File: src/rtl/fetch_pkg.sv
// Shared types and default widths for the fetch stage and its neighbours.
package fetch_pkg;

    // Default widths; instruction width matches the decoder.
    localparam int PC_WIDTH_DEF    = 10;
    localparam int INSTR_WIDTH_DEF = 9;
    localparam int CNT_WIDTH_DEF   = 16;

    // Fetch stage sequencing states.
    typedef enum logic [1:0] {
        IDLE   = 2'd0,
        RUN    = 2'd1,
        HALTED = 2'd2
    } fetch_state_t;

endpackage : fetch_pkg

File: src/rtl/fetch_unit_sat_counter.sv
// Saturating up-counter with synchronous clear; clear wins over increment.
module sat_counter #(
    parameter int cnt_width = 16
) (
    input  logic                 clk,
    input  logic                 rst_n,
    input  logic                 clear,
    input  logic                 inc,
    output logic [cnt_width-1:0] count
);

    logic [cnt_width-1:0] count_r;
    logic [cnt_width-1:0] count_nxt_s;

    // Next count: clear, else increment until all-ones, else hold.
    always_comb begin
        count_nxt_s = count_r;
        if (clear) begin
            count_nxt_s = {cnt_width{1'b0}};
        end else if (inc && (count_r != {cnt_width{1'b1}})) begin
            count_nxt_s = count_r + {{(cnt_width-1){1'b0}}, 1'b1};
        end else begin
            count_nxt_s = count_r;
        end
    end

    // Count register.
    always_ff @(posedge clk or negedge rst_n) begin
        if (!rst_n) begin
            count_r <= {cnt_width{1'b0}};
        end else begin
            count_r <= count_nxt_s;
        end
    end

    assign count = count_r;

endmodule : sat_counter

File: src/rtl/fetch_unit.sv
// Instruction fetch stage: owns the PC, drives a synchronous ROM and
// presents one instruction per cycle to the decoder, with redirect/halt
// feedback and retired/cycle performance counters.
module fetch_unit
    import fetch_pkg::*;
#(
    parameter int pc_width    = PC_WIDTH_DEF,
    parameter int instr_width = INSTR_WIDTH_DEF,
    parameter int cnt_width   = CNT_WIDTH_DEF
) (
    input  logic                   clk,
    input  logic                   rst_n,
    input  logic                   start,
    input  logic [pc_width-1:0]    start_addr,
    input  logic                   stall,
    input  logic                   redirect,
    input  logic [pc_width-1:0]    redirect_pc,
    input  logic                   halt,
    output logic [pc_width-1:0]    imem_addr,
    output logic                   imem_en,
    input  logic [instr_width-1:0] imem_data,
    output logic [instr_width-1:0] instruction,
    output logic [pc_width-1:0]    instr_pc,
    output logic                   instr_valid,
    output logic                   done,
    output logic [cnt_width-1:0]   instr_count,
    output logic [cnt_width-1:0]   cycle_count
);

    fetch_state_t        state_r;
    fetch_state_t        state_nxt_s;
    logic [pc_width-1:0] fetch_pc_r;
    logic [pc_width-1:0] fetch_pc_nxt_s;
    logic [pc_width-1:0] instr_pc_r;
    logic [pc_width-1:0] instr_pc_nxt_s;
    logic                valid_r;
    logic                valid_nxt_s;
    logic                run_s;
    logic                instr_valid_s;
    logic                accept_s;
    logic                start_go_s;

    assign run_s         = (state_r == RUN);
    assign instr_valid_s = valid_r && run_s;
    assign accept_s      = instr_valid_s && !stall;

    // Next-state, next-PC and presentation-register logic.
    always_comb begin
        state_nxt_s    = state_r;
        fetch_pc_nxt_s = fetch_pc_r;
        instr_pc_nxt_s = instr_pc_r;
        valid_nxt_s    = valid_r;
        start_go_s     = 1'b0;
        case (state_r)
            IDLE, HALTED: begin
                valid_nxt_s = 1'b0;
                if (start) begin
                    state_nxt_s    = RUN;
                    fetch_pc_nxt_s = start_addr;
                    start_go_s     = 1'b1;
                end else begin
                    state_nxt_s = state_r;
                end
            end
            RUN: begin
                if (stall) begin
                    // Frozen: every register holds, nothing is accepted.
                    state_nxt_s = RUN;
                end else begin
                    // A redirect or halt squashes the fetch already in flight.
                    valid_nxt_s    = !(accept_s && (redirect || halt));
                    instr_pc_nxt_s = fetch_pc_r;
                    if (accept_s && redirect && !halt) begin
                        fetch_pc_nxt_s = redirect_pc;
                    end else begin
                        fetch_pc_nxt_s = fetch_pc_r + {{(pc_width-1){1'b0}}, 1'b1};
                    end
                    if (accept_s && halt) begin
                        state_nxt_s = HALTED;
                    end else begin
                        state_nxt_s = RUN;
                    end
                end
            end
            default: begin
                state_nxt_s = IDLE;
                valid_nxt_s = 1'b0;
            end
        endcase
    end

    // State, PC and presentation registers.
    always_ff @(posedge clk or negedge rst_n) begin
        if (!rst_n) begin
            state_r    <= IDLE;
            fetch_pc_r <= {pc_width{1'b0}};
            instr_pc_r <= {pc_width{1'b0}};
            valid_r    <= 1'b0;
        end else begin
            state_r    <= state_nxt_s;
            fetch_pc_r <= fetch_pc_nxt_s;
            instr_pc_r <= instr_pc_nxt_s;
            valid_r    <= valid_nxt_s;
        end
    end

    sat_counter #(.cnt_width(cnt_width)) u_instr_cnt (
        .clk   (clk),
        .rst_n (rst_n),
        .clear (start_go_s),
        .inc   (accept_s),
        .count (instr_count)
    );

    sat_counter #(.cnt_width(cnt_width)) u_cycle_cnt (
        .clk   (clk),
        .rst_n (rst_n),
        .clear (start_go_s),
        .inc   (run_s),
        .count (cycle_count)
    );

    assign imem_addr   = fetch_pc_r;
    assign imem_en     = run_s && !stall;
    assign instruction = imem_data;
    assign instr_pc    = instr_pc_r;
    assign instr_valid = instr_valid_s;
    assign done        = (state_r == HALTED);

endmodule : fetch_unit

File: config.mk
export PLATFORM = sky130hd
export DESIGN_NAME = fetch_unit
export DESIGN_NICKNAME = d
export VERILOG_FILES = /design/src/rtl/fetch_pkg.sv /design/src/rtl/fetch_unit_sat_counter.sv /design/src/rtl/fetch_unit.sv
export SDC_FILE = /design/constraint.sdc
export NUM_CORES = 1
export LEC_CHECK = 0
export ABC_AREA = 1
export BUFFER_PORTS_ARGS = -buffer_cell sky130_fd_sc_hd__buf_2
export CELL_PAD_IN_SITES_DETAIL_PLACEMENT = 1
export CELL_PAD_IN_SITES_GLOBAL_PLACEMENT = 1
export CORE_MARGIN = 2
export CORE_UTILIZATION = 28
export DETAILED_ROUTE_END_ITERATION = 10
export PLACE_DENSITY_LB_ADDON = 0.08
export SYNTH_ARGS = -nofsm -noshare
export SYNTH_HDL_FRONTEND = slang
export SYNTH_SLANG_ARGS = --single-unit
export TNS_END_PERCENT = 20
File: constraint.sdc
create_clock -name clk -period 1.5 [get_ports clk]
set_clock_uncertainty 0.1 [all_clocks]
set_input_delay 0.225 -clock clk [delete_from_list [all_inputs] [get_ports clk]]
set_output_delay 0.225 -clock clk [all_outputs]
set_load 0.01 [all_outputs]
# After elaboration in Yosys (flattened, before gate mapping)
# Cells that the tools add are included.
# W data, S select, Z words.
word_totals:
  regBits: 55
  in_bits: 35
op_classes:
  reduce_logical: 20
  eq_ne: 6
  bitwise_logic: 1
  mux: 16
  n_addsub: 3
op_table:
  columns: ["operator", "count"]
  rows:
  - ["$mux W16", 4]
  - ["$add A16 B1 Y16 const B", 2]
  - ["$ne A16 B16 Y1 const B", 2]
  - ["$mux W10", 3]
  - ["$pmux W10 S2", 1]
  - ["$add A10 B1 Y10 const B", 1]
  - ["$logic_and A1 B1 Y1", 9]
  - ["$mux W2", 3]
  - ["$reduce_bool A2 Y1", 3]
  - ["$mux W1", 4]
  - ["$ne A2 B2 Y1 const B", 2]
  - ["$pmux W2 S2", 1]
  - ["$logic_not A1 Y1", 3]
  - ["$reduce_and A3 Y1", 1]
  - ["$eq A2 B1 Y1 const B", 1]
  - ["$eq A2 B2 Y1 const B", 1]
  - ["$logic_not A2 Y1", 1]
  - ["$reduce_and A2 Y1", 1]
  - ["$reduce_or A2 Y1", 1]
  - ["$logic_or A1 B1 Y1", 1]
  - ["$not A1 Y1", 1]

# Logic depth before layout (Yosys ltp)
# Gate-level depths: netlist of the first run.
depth:
  word_depth: 8
  ltp_mapped: 10
  ltp_nobuf: 9

# Modules after synthesis
# From an unflattened synthesis of the first run, not the netlist that was laid out.
hier_totals:
  cells_unflattened: 490
  area_unflattened_um2: 3504.6
by_module_without_submodules:
  columns: ["module", "n_inst", "cells_each", "seq_area_each_um2", "area_per_inst_um2"]
  rows:
  - ["sat_counter", 2, 144, 400.4, 1037.2]
  - ["fetch_unit", 1, 202, 575.6, 1430.1]

# Worst setup path before layout of the first run
# Ideal clock, no wire load.
synth_timing:
  path_kind: "register to register"
  start: "register u_cycle_cnt.count_r[0], in the netlist u_cycle_cnt.count[0]"
  end: "register u_cycle_cnt.count_r[8], in the netlist u_cycle_cnt.count[8]"
  path_slack_ns: -0.204
  path_buffers: 1
  required_time_ns: 1.335
  arrival_time_ns: 1.540
  setup_time_ns: 0.065
  path_stages_with_launch: 10
  cell_sequence: "dfrtp_1 -> ha_1 -> nand2_1 -> nor2_4 -> nand2_2 -> nor2_2 -> nor2_2 -> buf_2 -> nand4_1 -> nand2_1"
synth_between:
  elab_chain_cells: 3
synth_rtl:
  columns: ["item", "line", "text"]
  rows:
  - ["start: declaration", "fetch_unit_sat_counter.sv:12", "logic [cnt_width-1:0] count_r;"]
  - ["start signal: assignment", "fetch_unit_sat_counter.sv:30", "count_r <= {cnt_width{1'b0}};"]
  - ["start signal: assignment", "fetch_unit_sat_counter.sv:32", "count_r <= count_nxt_s;"]
  - ["$add A16 B1 Y16 / $ne A16 B16 Y1 (equally long branches)", "fetch_unit_sat_counter.sv:21, fetch_unit_sat_counter.sv:20", null]
  - ["$mux W16 / $logic_and A1 B1 Y1 (equally long branches)", "fetch_unit_sat_counter.sv:20", "end else if (inc && (count_r != {cnt_width{1'b1}})) begin"]
  - ["$mux W16 / $reduce_bool A2 Y1 (equally long branches)", null, null]
# Several ways; a longest one is shown, not always the timed one. The select of a mux whose other input is x is not followed.
# A chain may end at the register's enable or synchronous reset.

# Worst setup path in the final report of the first run
layout_timing:
  start: "register state_r[1]"
  end: "output imem_en"
layout_between:
  elab_chain_cells: 2
layout_rtl:
  columns: ["item", "line", "text"]
  rows:
  - ["start: declaration", "fetch_unit.sv:30", "fetch_state_t state_r;"]
  - ["start signal: assignment", "fetch_unit.sv:100", "state_r <= state_nxt_s;"]
  - ["$eq A2 B1 Y1", "fetch_unit.sv:43", "assign run_s = (state_r == RUN);"]
  - ["$logic_and A1 B1 Y1", "fetch_unit.sv:124", "assign imem_en = run_s && !stall;"]
  - ["end: declaration", "fetch_unit.sv:20", "output logic imem_en,"]
# No other way between the ends.

==> impl_results.md, run 1 <==
- Global router's overall resource usage: 0.188
- Slowest stage cell on the critical path: sky130_fd_sc_hd__dfrtp_1
- Yosys synthesis warning count: 0
- Root Driver: sky130_fd_sc_hd__clkbuf_16
- TritonCTS clock tree: built
- Proportion of synthesized chip area in sequential cells: 0.398
- Clock-pin slew reported for the worst setup and hold paths after clock tree synthesis: 70 ps
- H-tree levels: 2
- Number of register bits inferred by synthesis: 55
- Remaining antenna violation count after routing: 0
- Vertical extent of the die: 115 um
- Failing checks: setup timing
- Starting Density: 0.288
- Post-DR wirelength/cell: 14.9 um
- Synth unique cells: 24
- Vias after detailed routing: 3718
- # clock sinks: 55
- Core region area: 12000 um2
- Number of cells in the finished layout apart from fillers: 788
- Total inserted antenna cells: 0
- Worst min-delay path class: primary input to flip-flop
- Crit path launch type: flip-flop
- Avg Cell Area, Syn: 7.13 um2
- Via count normalized by instance count: 4.72
- Maximum net fanout on the critical path: 5
- Total clock buffers created by CTS: 5
- Number of max-cap violations: 0
- DRC Markers: 0
- Largest buffer count on any clock path: 2
- RSZ-0062 raised after global routing: yes
- Worst slew slack as a fraction of its limit: 0.787
- Worst path depth: 6
- Post-synthesis to final-layout area growth: 44.4%
- Cell occurring most often along the worst timing path: sky130_fd_sc_hd__buf_6
- Shortest period the worst path allows: 1580 ps
- Initial antenna violation count: 0
- Cell leakage power: 0.00264 uW
- CP required: 1170 ps
- Worst skew pair latency: 310 ps
- Sum of buffers and inverters on the critical path: 4
- Number of failing setup endpoints in the final timing report: 18
- Mapped cell area: 3460 um2
- Buffers added on ports: 80
- I/O pin count: 99
- PnR worst setup slack: -75.5 ps
- Fraction of final layout cells with drive strength greater than 1: 0.365
- Final core area utilization: 0.416
- Largest net degree at the start of global routing: 56
- Run status: finished, violations left
- Portion of the clock cycle consumed by the worst path in the final layout: 1.05
- Post-layout nets: 678
- Global-route wire length before repair: 19500 um
- Number of max-slew violations in the final report: 0
- Arrival time at the worst endpoint: 1250 ps
- Peak per-stage delay on the critical path: 380 ps
- Area of the die: 13300 um2
- Routability Congestion: 0.828
- Reg-to-reg slack, setup: -40 ps
- Number of global-route vias before repair: 3934
- Total count of hold-check failures in the final report: 0
- First-pass DRT Iterations: 4
- Slew at the pin with the worst max-slew slack: 319 ps
- Largest delay share family, worst path: flip-flops
- Worst vdd rail ir drop: 0.719 mV
- Critical Setup Path Class: flip-flop to output pin
- Crit end category: output pin
- Post-Route WL: 11700 um
- DP Cell Count: 774
- Half-perimeter wire length after detailed placement: 8860 um
- Cell depth of the worst min-delay path: 4
- FP Rows: 40
- Horizontal die dimension: 115 um
- Initial detailed-routing violation count: 81
- Power density over the cells: 1590 nW/um2
- Fmax achieved: 635 MHz
- Synthesized instance count: 485
- Reg2reg path depth: 10
- Cells along the critical path: inv_2 > buf_6 > nand2_8 > nor2_4 > buf_6 > buf_6
- Grt ovf: 0
- Number of nets produced by synthesis: 523
[cells in the mapped netlist]
master,n,area share
sky130_fd_sc_hd__inv_2,5,0.0054
sky130_fd_sc_hd__nor2_1,44,0.048
sky130_fd_sc_hd__nor3_1,9,0.013
sky130_fd_sc_hd__o21ai_1,6,0.0087
sky130_fd_sc_hd__a21oi_1,13,0.019
sky130_fd_sc_hd__ha_1,3,0.011
sky130_fd_sc_hd__nand3_2,1,0.0029
sky130_fd_sc_hd__buf_4,10,0.022
sky130_fd_sc_hd__nand4_1,28,0.051
sky130_fd_sc_hd__nor2_4,8,0.026
sky130_fd_sc_hd__dfrtp_1,55,0.40
sky130_fd_sc_hd__buf_2,7,0.010
sky130_fd_sc_hd__nand3_1,45,0.065
sky130_fd_sc_hd__o21ai_0,16,0.023
sky130_fd_sc_hd__nand2_2,3,0.0054
sky130_fd_sc_hd__o21ai_2,1,0.0025
sky130_fd_sc_hd__buf_6,3,0.0098
sky130_fd_sc_hd__a22o_1,1,0.0025
sky130_fd_sc_hd__nand2_1,153,0.17
sky130_fd_sc_hd__xor2_1,17,0.043
sky130_fd_sc_hd__clkbuf_1,3,0.0033
sky130_fd_sc_hd__nor3_2,2,0.0058
sky130_fd_sc_hd__nor2_2,4,0.0072
sky130_fd_sc_hd__inv_1,48,0.052
[cell type report]
class / instances / area, um2
clock buffer: 7 / 133
clock inverter: 1 / 5.00
fill: 1518 / 7020
inverter: 53 / 199
multi-input combinational: 355 / 1890
sequential: 55 / 1380
tap: 147 / 184
timing repair buffer: 170 / 1200
[repair_timing]
action / 4_1_cts / 5_1_grt
hold buffers: 1 / 0
gates cloned: 1 / 0
hold endpoints to repair: 55 / 0
setup endpoints to repair: 53 / 56
setup buffers: 3 / 1
pin swaps: 7 / 10
resized for setup: 15 / 27
[registers in the layout, indices dropped and copies added, names as in the netlist]
| name | cells |
|---|---|
| state_r | 2 |
| instr_pc | 10 |
| valid_r | 1 |
| u_instr_cnt.count | 16 |
| u_cycle_cnt.count | 16 |
| imem_addr | 10 |
[worst register-to-register path: stages, from the launching register on]
cell and delay (ps):
sky130_fd_sc_hd__dfrtp_1 380, sky130_fd_sc_hd__inv_2 70, sky130_fd_sc_hd__buf_6 110, sky130_fd_sc_hd__nand2_8 80
sky130_fd_sc_hd__nor2_4 110, sky130_fd_sc_hd__buf_6 110, sky130_fd_sc_hd__buf_4 140, sky130_fd_sc_hd__inv_2 60
sky130_fd_sc_hd__buf_12 140, sky130_fd_sc_hd__nand2_1 60, sky130_fd_sc_hd__o21ai_0 70
[placed cells by master (no fill, tap or decap), types with 2 or more instances in the layout]
| cell | n |
|---|---|
| sky130_fd_sc_hd__nor3_1 | 8 |
| sky130_fd_sc_hd__buf_12 | 8 |
| sky130_fd_sc_hd__nor2_2 | 4 |
| sky130_fd_sc_hd__inv_1 | 42 |
| sky130_fd_sc_hd__buf_6 | 6 |
| sky130_fd_sc_hd__ha_4 | 2 |
| sky130_fd_sc_hd__o21ai_1 | 9 |
| sky130_fd_sc_hd__buf_4 | 76 |
| sky130_fd_sc_hd__nand2_2 | 7 |
| sky130_fd_sc_hd__nor3_2 | 2 |
| sky130_fd_sc_hd__nand3_2 | 6 |
| sky130_fd_sc_hd__o21ai_2 | 2 |
| sky130_fd_sc_hd__clkbuf_16 | 5 |
| sky130_fd_sc_hd__buf_2 | 79 |
| sky130_fd_sc_hd__clkbuf_1 | 2 |
| sky130_fd_sc_hd__dfrtp_2 | 4 |
| sky130_fd_sc_hd__nor2_4 | 11 |
| sky130_fd_sc_hd__nor2_1 | 41 |
| sky130_fd_sc_hd__xor2_1 | 17 |
| sky130_fd_sc_hd__inv_2 | 11 |
| sky130_fd_sc_hd__dfrtp_1 | 51 |
| sky130_fd_sc_hd__o21ai_0 | 12 |
| sky130_fd_sc_hd__nand2_1 | 147 |
| sky130_fd_sc_hd__a21oi_2 | 5 |
| sky130_fd_sc_hd__nand4_1 | 28 |
| sky130_fd_sc_hd__a21oi_1 | 8 |
| sky130_fd_sc_hd__nand3_1 | 40 |
[report_power, final]
| part | total [uW] | internal (uW) | leakage, uW | switching (uW) |
|---|---|---|---|---|
| Sequential | 2360 | 1950 | 0.000711 | 413 |
| Clock | 1200 | 621 | 0.0000679 | 582 |
| Combinational | 4360 | 1940 | 0.00186 | 2420 |
[metal layers]
layer	share of wire	GRT usage
met1	0.46	0.239
met2	0.49	0.324
met3	0.036	0.0337
met4	0.014	0.0578
met5	0	0
[through the flow]
| stage | total power, uW | setup TNS, ps | cell area (um2) | hold WS, ps | worst slack, ps |
|---|---|---|---|---|---|
| floorplan | 4490 | -983 | 3510 | -171 | -47.3 |
| global placement | 6400 | -1130 | 4660 | 160 | -97.3 |
| detailed placement | 6470 | -1950 | 4660 | 160 | -122 |
| CTS | 7930 | -1760 | 4910 | 63.0 | -92.7 |
| global route | 8610 | -4610 | 4990 | 120 | -125 |
| finish | 7920 | -281 | 4990 | 79.3 | -75.5 |
[kinds of logic after synthesis]
| kind of cell | Yosys count | synth area share |
|---|---|---|
| flops | 55 | 0.398 |
| xor+xnor | 17 | 0.0431 |
| simple gates | 297 | 0.390 |
| buf+inv | 76 | 0.102 |
| fa+ha+maj | 3 | 0.0109 |
| compound gates | 37 | 0.0557 |
[path summary, 6_finish.rpt]
path	startpoint	end
min in group asynchronous	rst_n	u_cycle_cnt.count[13]$_DFFE_PN0P_
setup reg to reg	state_r[1]$_DFFE_PN0P_	instr_pc[6]$_DFFE_PN0P_
hold / removal	start	state_r[1]$_DFFE_PN0P_
setup / recovery	state_r[1]$_DFFE_PN0P_	imem_en
max in group asynchronous	rst_n	u_cycle_cnt.count[0]$_DFFE_PN0P_
hold reg to reg	instr_pc[5]$_DFFE_PN0P_	instr_pc[5]$_DFFE_PN0P_
No activity file was read; power rests on OpenSTA's default activity.
==> run 2: changes to the inputs <==
--- a/config.mk
+++ b/config.mk
@@ -10,9 +10,10 @@
 export CELL_PAD_IN_SITES_DETAIL_PLACEMENT = 1
 export CELL_PAD_IN_SITES_GLOBAL_PLACEMENT = 1
 export CORE_MARGIN = 2
-export CORE_UTILIZATION = 28
+export CORE_UTILIZATION = 33
 export DETAILED_ROUTE_END_ITERATION = 10
 export PLACE_DENSITY_LB_ADDON = 0.08
+export SKIP_LAST_GASP = 1
 export SYNTH_ARGS = -nofsm -noshare
 export SYNTH_HDL_FRONTEND = slang
 export SYNTH_SLANG_ARGS = --single-unit
==> run 2 against run 1 <==
Compared with the run above:
- the flow still finishes with violations (setup timing)
- die area down 15%
- via count up 1.3%
- combinational power down 2%
- power down 4.8%
- largest power group unchanged
- critical path type is now flip-flop to flip-flop
- core utilization up 6.5 points
- largest cell class unchanged
==> impl_results.md, run 2 (synthesized netlist as in run 1, its figures left out) <==
- Run status: finished, violations left
- Failing checks: setup timing
- Largest delay share family, worst path: simple AND/OR/NAND/NOR gates
- Startpoint of the worst hold path: start
- Remaining antenna violation count after routing: 0
- Most frequent cells in the layout: sky130_fd_sc_hd__nand2_1, sky130_fd_sc_hd__buf_2, sky130_fd_sc_hd__buf_4, sky130_fd_sc_hd__dfrtp_1, sky130_fd_sc_hd__nand3_1
- Initial detailed-routing violation count: 111
- Maximum net fanout on the critical path: 5
- Initial antenna violation count: 0
- Portion of the clock cycle consumed by the worst path in the final layout: 1.04
- Post-layout nets: 674
- Reg2reg path depth: 9
- Number of max-slew violations in the final report: 0
- FF-to-FF End: u_instr_cnt.count[8]$_DFFE_PN0P_
- Peak per-stage delay on the critical path: 400 ps
- Total inserted antenna cells: 0
- Number of global-route vias before repair: 3867
- Cell occurring most often along the worst timing path: sky130_fd_sc_hd__nor2_4
- Fraction of final layout cells with drive strength greater than 1: 0.367
- Half-perimeter wire length after detailed placement: 8650 um
- Worst min-delay path class: primary input to flip-flop
- Fmax achieved: 639 MHz
- Global router's overall resource usage: 0.207
- Arrival time at the worst endpoint: 1720 ps
- Number of cells in the finished layout apart from fillers: 773
- Cells along the critical path: inv_2 > nor3_4 > nand2_2 > nor2_4 > nor2_4 > nor2_4 > clkbuf_16 > nand2_1 > nand2_1
- Area taken by flip-flops and latches: 1380 um2
- Worst slew slack as a fraction of its limit: 0.786
- Global-route wire length before repair: 18800 um
- Vertical extent of the die: 106 um
- Sum of buffers and inverters on the critical path: 2
- Worst vdd rail ir drop: 0.667 mV
- Worst-case hold path end point: state_r[1]$_DFFE_PN0P_
- H-tree levels: 2
- Post-Route WL: 11600 um
- Horizontal die dimension: 106 um
- Buffers added on ports: 80
- Critical Setup Path Class: flip-flop to flip-flop
- Grt ovf: 0
- Number of filler cells placed in the layout: 1326
- Vias after detailed routing: 3766
- Area of the die: 11300 um2
- Worst skew pair latency: 320 ps
- Post-synthesis to final-layout area growth: 42.3%
- PnR worst setup slack: -64.5 ps
- DP Cell Count: 750
- Reg-to-reg critical path startpoint: u_instr_cnt.count[9]$_DFFE_PN0P_
- Total clock buffers created by CTS: 5
- Number of failing setup endpoints in the final timing report: 27
- Most common cell after layout, fill and taps aside: sky130_fd_sc_hd__nand2_1
- Setup Slack @ Placement: -96.0 ps
- Clock-pin slew reported for the worst setup and hold paths after clock tree synthesis: 110 ps
- Power density over the cells: 1530 nW/um2
- Post-DR wirelength/cell: 15.1 um
- Via count normalized by instance count: 4.87
- Area of placed instances: 4510 um2
- Slew at the pin with the worst max-slew slack: 321 ps
- RSZ-0062 raised after global routing: yes
- Total count of hold-check failures in the final report: 0
- Cell leakage power: 0.00261 uW
- Starting Density: 0.338
- TritonCTS clock tree: built
- Area of the multi-input gates: 1910 um2
- Core region area: 10200 um2
- Largest net degree at the start of global routing: 56
- Crit end category: flip-flop
- Shortest period the worst path allows: 1560 ps
- First-pass DRT Iterations: 4
- DRC Markers: 0
- Root Driver: sky130_fd_sc_hd__clkbuf_8
- Total non-filler cell area in the finished layout: 4920 um2
- Crit path launch type: flip-flop
- Largest buffer count on any clock path: 2
- # clock sinks: 55
- Reg-to-reg slack, setup: -60 ps
- FP Rows: 37
- Cell depth of the worst min-delay path: 4
- Post-route total power: 7540 uW
- Final core area utilization: 0.481
- Slowest stage cell on the critical path: sky130_fd_sc_hd__dfrtp_1
- I/O pin count: 99
- CP required: 1660 ps
- Routability Congestion: 0.856
- Number of max-cap violations: 0
run 2: cell count changes in the layout (fill, tap and decap cells not counted), moves of 3 or more:
cell	change
sky130_fd_sc_hd__nand3_1	+3
sky130_fd_sc_hd__clkbuf_8	+5
sky130_fd_sc_hd__a21oi_1	+3
sky130_fd_sc_hd__nand3_2	-6
sky130_fd_sc_hd__nand2_4	+3
sky130_fd_sc_hd__inv_2	-3
sky130_fd_sc_hd__buf_12	-4
sky130_fd_sc_hd__nand2_1	-4
sky130_fd_sc_hd__buf_6	+3
sky130_fd_sc_hd__clkinvlp_4	+3
sky130_fd_sc_hd__clkbuf_16	-4
sky130_fd_sc_hd__a21oi_2	-3
run 2: how the worst max path moves through the flow:
stage	depth (start not counted)	slack (ps)	start	to
global route	9	-140	u_cycle_cnt.count[14]$_DFFE_PN0P_	u_cycle_cnt.count[10]$_DFFE_PN0P_
finish	9	-60	u_instr_cnt.count[9]$_DFFE_PN0P_	u_instr_cnt.count[8]$_DFFE_PN0P_
global placement	9	-70	state_r[1]$_DFFE_PN0P_	imem_addr[6]$_DFFE_PN0P_
CTS	4	-60	state_r[1]$_DFFE_PN0P_	imem_en
floorplan	9	-50	u_instr_cnt.count[0]$_DFFE_PN0P_	u_instr_cnt.count[6]$_DFFE_PN0P_
detailed placement	9	-100	state_r[1]$_DFFE_PN0P_	imem_addr[3]$_DFFE_PN0P_
run 2: tightest hold or removal path, cell delays in order:
cell	delay, ps
sky130_fd_sc_hd__buf_2	70
sky130_fd_sc_hd__inv_1	50
sky130_fd_sc_hd__nand2_1	60
sky130_fd_sc_hd__nand2_1	50
run 2: area by class of cell:
type	count	area share
Clock buffer	6	0.0147
Clock inverter	2	0.00254
Inverter	53	0.0430
Multi-Input combinational cell	354	0.388
Sequential cell	55	0.281
Tap cell	136	0.0346
Timing Repair Buffer	167	0.236
run 2: where the power goes:
group	leakage [uW]	internal [uW]	total, uW	switching (uW)
sequential	0.000711	1940	2400	457
combinational	0.00186	1880	4270	2390
clock	0.0000412	329	870	541
total	0.00261	4160	7540	3380
run 2: what timing repair did:
| item | CTS | global route |
|---|---|---|
| buffers inserted | 5 | 8 |
| endpoints found under the hold margin | 55 | 0 |
| pin swaps | 3 | 8 |
| hold buffers | 1 | 0 |
| cloned | 0 | 1 |
| gates resized for setup | 20 | 34 |
| setup endpoints to repair | 45 | 46 |
run 2: through the flow:
stage | hold slack, ps | TNS (ps)
finish | 72.0 | -678
global route | 76.8 | -4690
global placement | 160 | -295
floorplan | -171 | -983
detailed placement | 160 | -1220
CTS | 70.8 | -1040
run 2: layer usage:
| metal | vias to the layer above | global-route usage | part of all wire |
|---|---|---|---|
| met5 | - | 0 | 0 |
| met4 | 0 | 0.0338 | 0.0097 |
| met3 | 11 | 0.0251 | 0.030 |
| met2 | 84 | 0.375 | 0.50 |
| met1 | 1822 | 0.267 | 0.46 |
| li1 | 1849 | - | - |
==> run 3: changes to the inputs <==
--- a/config.mk
+++ b/config.mk
@@ -12,6 +12,7 @@
 export CORE_MARGIN = 2
 export CORE_UTILIZATION = 33
 export DETAILED_ROUTE_END_ITERATION = 10
+export GPL_TIMING_DRIVEN = 0
 export PLACE_DENSITY_LB_ADDON = 0.08
 export SKIP_LAST_GASP = 1
 export SYNTH_ARGS = -nofsm -noshare
==> run 3 against run 2 <==
Compared with the run above:
- the flow still finishes with violations (setup timing)
- worst hold slack improved by 8.4 ps
- cell area decreased by 2.8%
- clock power increased by 23%
- cell count decreased by 1.0%
- first-iteration DRC count unchanged
==> impl_results.md, run 3 (synthesized netlist as in run 1, its figures left out) <==
- Worst vdd rail ir drop: 0.579 mV
- Run status: finished, violations left
- Final TNS setup: -1810 ps
- Largest buffer count on any clock path: 2
- Remaining antenna violation count after routing: 0
- Number of max-cap violations: 0
- Buffers added on ports: 88
- Power density over the cells: 1550 nW/um2
- Failing checks: setup timing
- H-tree levels: 2
- RSZ-0062 raised after global routing: yes
- GRT met1 Usage: 0.264
- I/O pin count: 99
- Worst skew pair latency: 340 ps
- Number of global-route vias before repair: 3842
- First-pass DRT Iterations: 4
- Most frequent cells in the layout: sky130_fd_sc_hd__nand2_1, sky130_fd_sc_hd__buf_2, sky130_fd_sc_hd__buf_4, sky130_fd_sc_hd__inv_1, sky130_fd_sc_hd__nand3_1
- Core region area: 10200 um2
- Sum of buffers and inverters on the critical path: 2
- FP Rows: 37
- Number of max-slew violations in the final report: 0
- Half-perimeter wire length after detailed placement: 7920 um
- Crit end category: output pin
- TritonCTS clock tree: built
- Most utilized layer in the global route result: met2
- Largest net degree at the start of global routing: 56
- PnR worst setup slack: -87.8 ps
- Setup crit start: state_r[1]$_DFFE_PN0P_
- Shortest period the worst path allows: 1590 ps
- Total count of hold-check failures in the final report: 0
- GR Util met2: 0.375
- Cell leakage power: 0.00251 uW
- Root Driver: sky130_fd_sc_hd__clkbuf_8
- Hold slack final: 80.4 ps
- Routability Congestion: 0.824
- Post-route total power: 7420 uW
- Vias after detailed routing: 3740
- Number of cells in the finished layout apart from fillers: 765
- Reg-to-reg critical path startpoint: state_r[0]$_DFFE_PN0P_
- Worst min-delay path class: primary input to flip-flop
- Global Route met3 Usage: 0.0331
- Via count normalized by instance count: 4.89
- Post-layout nets: 666
- Portion of the clock cycle consumed by the worst path in the final layout: 1.06
- Fraction of final layout cells with drive strength greater than 1: 0.364
- Maximum net fanout on the critical path: 4
- Post-DR wirelength/cell: 15.3 um
- Slowest stage cell on the critical path: sky130_fd_sc_hd__dfrtp_1
- Fmax achieved: 630 MHz
- Horizontal die dimension: 106 um
- Number of failing setup endpoints in the final timing report: 37
- Total inserted antenna cells: 0
- Initial antenna violation count: 0
- Post-Route WL: 11700 um
- # clock sinks: 55
- Most common cell after layout, fill and taps aside: sky130_fd_sc_hd__nand2_1
- Post-synthesis to final-layout area growth: 38.4%
- Global-route wire length before repair: 19000 um
- Peak per-stage delay on the critical path: 400 ps
- Global router's overall resource usage: 0.211
- Crit path launch type: flip-flop
- DP Cell Count: 709
- Largest delay share family, worst path: flip-flops
- Clock-pin slew reported for the worst setup and hold paths after clock tree synthesis: 120 ps
- Grt ovf: 0
- Critical Setup Path Class: flip-flop to output pin
- Arrival time at the worst endpoint: 1260 ps
- CP required: 1170 ps
- Startpoint of the worst hold path: start_addr[9]
- Vertical extent of the die: 106 um
- Slew at the pin with the worst max-slew slack: 755 ps
- Area of the die: 11300 um2
- Worst slew slack as a fraction of its limit: 0.497
- DRC Markers: 0
- Total clock buffers created by CTS: 5
- Initial detailed-routing violation count: 111
- Cells along the critical path: inv_2 > nand2_4 > nor2_4 > buf_6
- Starting Density: 0.338
## run 3: final timing paths
path	slack [ps]	cells after the start	to
max	-90	4	imem_en
min	80	3	imem_addr[9]$_DFFE_PN0P_
max reg2reg	-80	6	u_instr_cnt.count[10]$_DFFE_PN0P_
min reg2reg	380	2	instr_pc[4]$_DFFE_PN0P_
max in group asynchronous	360	2	u_cycle_cnt.count[7]$_DFFE_PN0P_
min in group asynchronous	400	2	u_cycle_cnt.count[13]$_DFFE_PN0P_
## run 3: per-layer routing
metal / vias up / part of all wire
met5: - / 0
met4: 0 / 0.015
met3: 10 / 0.044
met2: 104 / 0.50
met1: 1794 / 0.44
li1: 1832 / -
## run 3: final cells by class
cell class,instances,area [um2]
Clock buffer,5,68.8
Tap cell,136,170
Inverter,53,203
Clock inverter,3,43.8
Timing Repair Buffer,136,817
Fill cell,1315,5450
Buffer,23,183
Sequential cell,55,1400
Multi-Input combinational cell,354,1900
## run 3: power by group
group          switching [uW]  internal, uW  total, uW
logic                    2300          1610       3910
clock network             572           499       1070
registers                 482          1960       2440
## run 3: worst register-to-register path, delay by kind of cell (launching register included)
family / cells / cell delay (ps)
and+or+nand+nor: 3 / 340
buffers and inverters: 3 / 530
DFF: 1 / 480
## run 3: through the flow
step	worst slack [ps]	instance area [um2]	utilization
after floorplan	-47.3	3510	-
after global placement	-271	4130	0.403
after detailed placement	-344	4130	0.403
after CTS	-104	4660	0.455
after global routing	-185	4780	0.468
final	-87.8	4780	0.468
## run 3: repair_timing
action / CTS / global route
endpoints found under the hold margin: 0 / 55
gates cloned: 1 / 1
hold buffers: 0 / 1
resized for setup: 38 / 19
pin swaps: 11 / 4
buffers inserted: 39 / 6
endpoints found under the setup margin: 56 / 57
